<file path="config.mk">
export PLATFORM = sky130hd
export DESIGN_NAME = ram_scan_reader
export DESIGN_NICKNAME = d
export VERILOG_FILES = /design/src/rtl/ram_scan_reader.sv
export SDC_FILE = /design/constraint.sdc
export NUM_CORES = 1
export LEC_CHECK = 0
export CAP_MARGIN = 20
export CORE_UTILIZATION = 49
export CTS_CLUSTER_DIAMETER = 120
export DETAILED_ROUTE_END_ITERATION = 10
export PLACE_DENSITY = 0.78
export SETUP_SLACK_MARGIN = 0.3
export SLEW_MARGIN = 0
export SYNTH_ARGS = -nofsm -noshare
export SYNTH_HDL_FRONTEND = slang
export SYNTH_SLANG_ARGS = --single-unit
</file>
<file path="constraint.sdc">
create_clock -name clk -period 2.4 [get_ports clk]
set_input_delay 0.48 -clock clk [delete_from_list [all_inputs] [get_ports clk]]
set_output_delay 0.48 -clock clk [all_outputs]
set_load 0.005 [all_outputs]
</file>
<file path="src/rtl/ram_scan_reader.sv">
// Read-side scanner for a small synchronous RAM: walks start..end (with wrap-around),
// presents each word over a valid/ready handshake, and keeps a running sum of accepted words.
module ram_scan_reader #(
  parameter int ADDR_W = 5,
  parameter int DATA_W = 4,
  parameter int RD_LAT = 1
) (
  input  logic                     clk,
  input  logic                     resetn,
  input  logic                     go,
  input  logic [ADDR_W-1:0]        start_addr,
  input  logic [ADDR_W-1:0]        end_addr,
  output logic [ADDR_W-1:0]        ram_addr,
  input  logic [DATA_W-1:0]        ram_q,
  output logic [DATA_W-1:0]        data_out,
  output logic [ADDR_W-1:0]        data_addr,
  output logic                     data_valid,
  input  logic                     data_ready,
  output logic [ADDR_W+DATA_W-1:0] sum,
  output logic                     busy,
  output logic                     done
);

  localparam int SUM_W = ADDR_W + DATA_W;
  // Wide enough to count 0..4, the largest legal read latency.
  localparam int LAT_W = 3;

  localparam logic [1:0] S_IDLE    = 2'd0;
  localparam logic [1:0] S_READ    = 2'd1;
  localparam logic [1:0] S_PRESENT = 2'd2;
  localparam logic [1:0] S_DONE    = 2'd3;

  logic [1:0]        state_q,     state_d;
  logic [ADDR_W-1:0] cur_addr_q,  cur_addr_d;
  logic [ADDR_W-1:0] last_addr_q, last_addr_d;
  logic [LAT_W-1:0]  lat_cnt_q,   lat_cnt_d;
  logic [DATA_W-1:0] data_out_q,  data_out_d;
  logic [ADDR_W-1:0] data_addr_q, data_addr_d;
  logic [SUM_W-1:0]  sum_q,       sum_d;

  always_comb begin
    state_d     = state_q;
    cur_addr_d  = cur_addr_q;
    last_addr_d = last_addr_q;
    lat_cnt_d   = lat_cnt_q;
    data_out_d  = data_out_q;
    data_addr_d = data_addr_q;
    sum_d       = sum_q;
    case (state_q)
      S_IDLE: begin
        if (go) begin
          cur_addr_d  = start_addr;
          last_addr_d = end_addr;
          sum_d       = '0;
          lat_cnt_d   = '0;
          state_d     = S_READ;
        end
      end
      S_READ: begin
        // Address has been stable for RD_LAT+1 cycles once the counter reaches RD_LAT.
        if (lat_cnt_q == LAT_W'(RD_LAT)) begin
          data_out_d  = ram_q;
          data_addr_d = cur_addr_q;
          state_d     = S_PRESENT;
        end else begin
          lat_cnt_d = lat_cnt_q + LAT_W'(1);
        end
      end
      S_PRESENT: begin
        if (data_ready) begin
          sum_d = sum_q + {{ADDR_W{1'b0}}, data_out_q};
          if (cur_addr_q == last_addr_q) begin
            state_d = S_DONE;
          end else begin
            cur_addr_d = cur_addr_q + ADDR_W'(1);
            lat_cnt_d  = '0;
            state_d    = S_READ;
          end
        end
      end
      S_DONE: begin
        // One scan per press: wait for go to drop before re-arming.
        if (!go) begin
          state_d = S_IDLE;
        end
      end
      default: state_d = S_IDLE;
    endcase
  end

  always_ff @(posedge clk) begin
    if (!resetn) begin
      state_q     <= S_IDLE;
      cur_addr_q  <= '0;
      last_addr_q <= '0;
      lat_cnt_q   <= '0;
      data_out_q  <= '0;
      data_addr_q <= '0;
      sum_q       <= '0;
    end else begin
      state_q     <= state_d;
      cur_addr_q  <= cur_addr_d;
      last_addr_q <= last_addr_d;
      lat_cnt_q   <= lat_cnt_d;
      data_out_q  <= data_out_d;
      data_addr_q <= data_addr_d;
      sum_q       <= sum_d;
    end
  end

  assign ram_addr   = cur_addr_q;
  assign data_out   = data_out_q;
  assign data_addr  = data_addr_q;
  assign sum        = sum_q;
  assign data_valid = (state_q == S_PRESENT);
  assign busy       = (state_q == S_READ) || (state_q == S_PRESENT);
  assign done       = (state_q == S_DONE);

endmodule

</file>
==> flow_summary.json <==
{
  "ant_nets": 0,
  "syn_inst": 202,
  "muxShareOfSynthArea_pct": 5.38,
  "final-hold-violation-count": 0,
  "grt_pass1_vias": 1530,
  "fp.dieW_um": 63.6,
  "worst_slew_pin_slew_ns": 0.534,
  "dieArea_um2": 4050,
  "wire_per_inst_um": 14.0,
  "drc": 0,
  "final_net_count": 280,
  "r2r_start": "state_q[1]",
  "critPathMaxFanout": 12,
  "yosysSeqAreaShare_pct": 35.5,
  "pre_cts_slack_ns": 0.247,
  "syn_area_um2": 1860,
  "grt_use_total_pct": 22.6,
  "timing.rr.end": "sum[7]",
  "setup_slack_ns": 0.349,
  "grt_overflow": 0,
  "synth_top_area_share_pct": 35.5,
  "synth-edff-count": 0,
  "die_y_um": 63.6,
  "critPathLaunch": "state_q[0]",
  "rrSetupSlack_ns": 0.50,
  "slew_headroom_pct": 64.1,
  "synth_ff_type": "dfxtp_1",
  "syn2layout_area_growth_pct": 33.2,
  "n_fill_cell": 316,
  "synth_seq_cells": 33,
  "clock_latency_ns": 0.29,
  "synth.avg_cell_area_um2": 9.21,
  "rsz0062_at_grt": "no",
  "gp_congestion": 0.782,
  "cts-root-buf": "clkbuf_8",
  "status": "finished, final reports clean",
  "leakagePower_nw": 1.01,
  "multiInputGateArea_um2": 1130,
  "period_share_pct": 85.4,
  "synth_area_leaders": "dfxtp_1, ha_1, mux2i_1",
  "core_area_um2": 3660,
  "drive_gt1_share_pct": 11.2,
  "clockBufferDepth": 2,
  "synth_compound_area_share_pct": 20.5,
  "start_kind": "flip-flop",
  "max-vdd-ir-drop_v": 0.000709,
  "hpwlAfterDp_um": 3030,
  "diodes": 0,
  "antenna_found_initial": 0,
  "cts_tree": "built",
  "yosysWarnings": 0,
  "vias_per_cell": 5.51,
  "yosys.area_share.xor_xnor_pct": 2.82,
  "cts.sinks": 33,
  "worstSetupPathType": "flip-flop to output pin",
  "port-buffer-count": 43,
  "htreeDepth": 2,
  "final_common_cell": "clkdlybuf4s50_1",
  "drtIter0Drc": 83,
  "final_max_slew_viol_count": 0,
  "crit_path_end_kind": "output pin",
  "seq_area_um2": 663,
  "hold_path_depth": 2,
  "final_cell_mix": "clkdlybuf4s50_1, dfxtp_1, nor2_1",
  "worst_r2r_path_depth": 6,
  "fin_skew_ns": 0.00411,
  "critPathArrivalTime_ns": 1.57,
  "setup_viol": 0,
  "crit_end": "data_valid",
  "cts.clk_slew.worst_paths_ns": 0.07,
  "start_util_pct": 50.8,
  "finalWirelength_um": 4190,
  "min_period_ns": 2.05,
  "max_freq_ghz": 0.488,
  "synth_fa_ha_area_share_pct": 8.47,
  "yosys.area.top_type": "dfxtp_1",
  "required_ns": 1.92,
  "cap_violations": 0,
  "first_pass_iters": 5,
  "p_per_area_nw_per_um2": 913,
  "grt_pass1_wl_um": 7100,
  "io_pins": 44,
  "synth_top_family_by_area": "simple AND/OR/NAND/NOR gates",
  "synth_fp_nets": 232,
  "grt_max_degree": 15,
  "async_flop_share_pct": 0,
  "setup_tns_ns": 0,
  "worstHoldPathType": "flip-flop to flip-flop",
  "synth_cell_types": 50,
  "cts_made_buffers": 5,
  "num_vias": 1647,
  "row_count": 22,
  "synthSimpleGateAreaFrac_pct": 22.9
}
## power by group
group,switching (mW),internal [mW]
clock network,0.204,0.338
registers,0.109,0.631
logic,0.516,0.465
total,0.830,1.43
## critical path: stages (launching register included)
cell             delay, ns
dfxtp_2               0.35
inv_1                 0.08
ha_2                  0.31
clkdlybuf4s50_1       0.54
## Yosys cell counts (all sizes together) (3+ instances only)
| library cell | number |
|---|---|
| a211o | 3 |
| a211oi | 3 |
| a21oi | 14 |
| a22oi | 3 |
| a32o | 3 |
| and3 | 4 |
| buf | 5 |
| clkbuf | 3 |
| dfxtp | 33 |
| ha | 11 |
| inv | 8 |
| mux2i | 10 |
| nand2 | 17 |
| nand2b | 5 |
| nand3 | 8 |
| nand3b | 3 |
| nor2 | 19 |
| nor3 | 4 |
| o21a | 3 |
| o21ai | 4 |
| o31ai | 4 |
| xnor2 | 5 |
## layout make-up
class / count / area share (%)
Clock buffer: 7 / 3.48
Clock inverter: 1 / 1.21
Inverter: 8 / 1.21
Multi-Input combinational cell: 153 / 45.7
Sequential cell: 33 / 26.8
Tap cell: 48 / 2.42
Timing Repair Buffer: 49 / 19.2
## worst min path at each step
stage | start | endpoint | slack, ns
3_3_place_gp | last_addr_q[4] | last_addr_q[4] | 0.46
2_1_floorplan | last_addr_q[0] | last_addr_q[0] | 0.45
3_5_place_dp | last_addr_q[2] | last_addr_q[2] | 0.46
4_1_cts | last_addr_q[2] | last_addr_q[2] | 0.47
6_report | last_addr_q[2] | last_addr_q[2] | 0.47
5_1_grt | last_addr_q[4] | last_addr_q[4] | 0.50
## what timing repair did
item                                    in CTS  in global routing
gates resized for setup                      1                  4
hold buffers                                 0                  0
setup buffers                                0                  0
endpoints found under the setup margin       1                  8
## sequential cells by signal, indices dropped and copies added, names as in the netlist
signal and count:
sum 9, data_addr 5, last_addr_q 5, ram_addr 5, data_out 4, lat_cnt_q 3, state_q 2
## metal layers
metal  vias to the layer above  global-route usage [%]  share of wire [%]
li1                        831                       -                  -
met1                       752                    27.9                 45
met2                        59                    36.6                 48
met3                         5                    6.34                5.6
met4                         0                    9.09                1.4
met5                         -                       0                  0
## through the flow
| stage | power (mW) | hold WS, ns | cell area [um2] | cells | utilization, % |
|---|---|---|---|---|---|
| floorplan | 1.39 | 0.450 | 1860 | 202 | - |
| global placement | 1.67 | 0.456 | 2340 | 291 | 64.0 |
| detailed placement | 1.69 | 0.465 | 2340 | 291 | 64.0 |
| CTS | 2.25 | 0.474 | 2460 | 299 | 67.3 |
| global route | 2.41 | 0.497 | 2480 | 299 | 67.7 |
| finish | 2.26 | 0.472 | 2480 | 299 | 67.7 |
## cells by family after synthesis
logic type               after synthesis
buffers and inverters                 16
XOR/XNOR                               6
AO/OA/AOI/OAI                         49
AND/OR/NAND/NOR                       76
adder cells (fa/ha/maj)               12
flip-flops                            33
multiplexers                          10
Note: power is estimated with default switching activity, not from simulation.
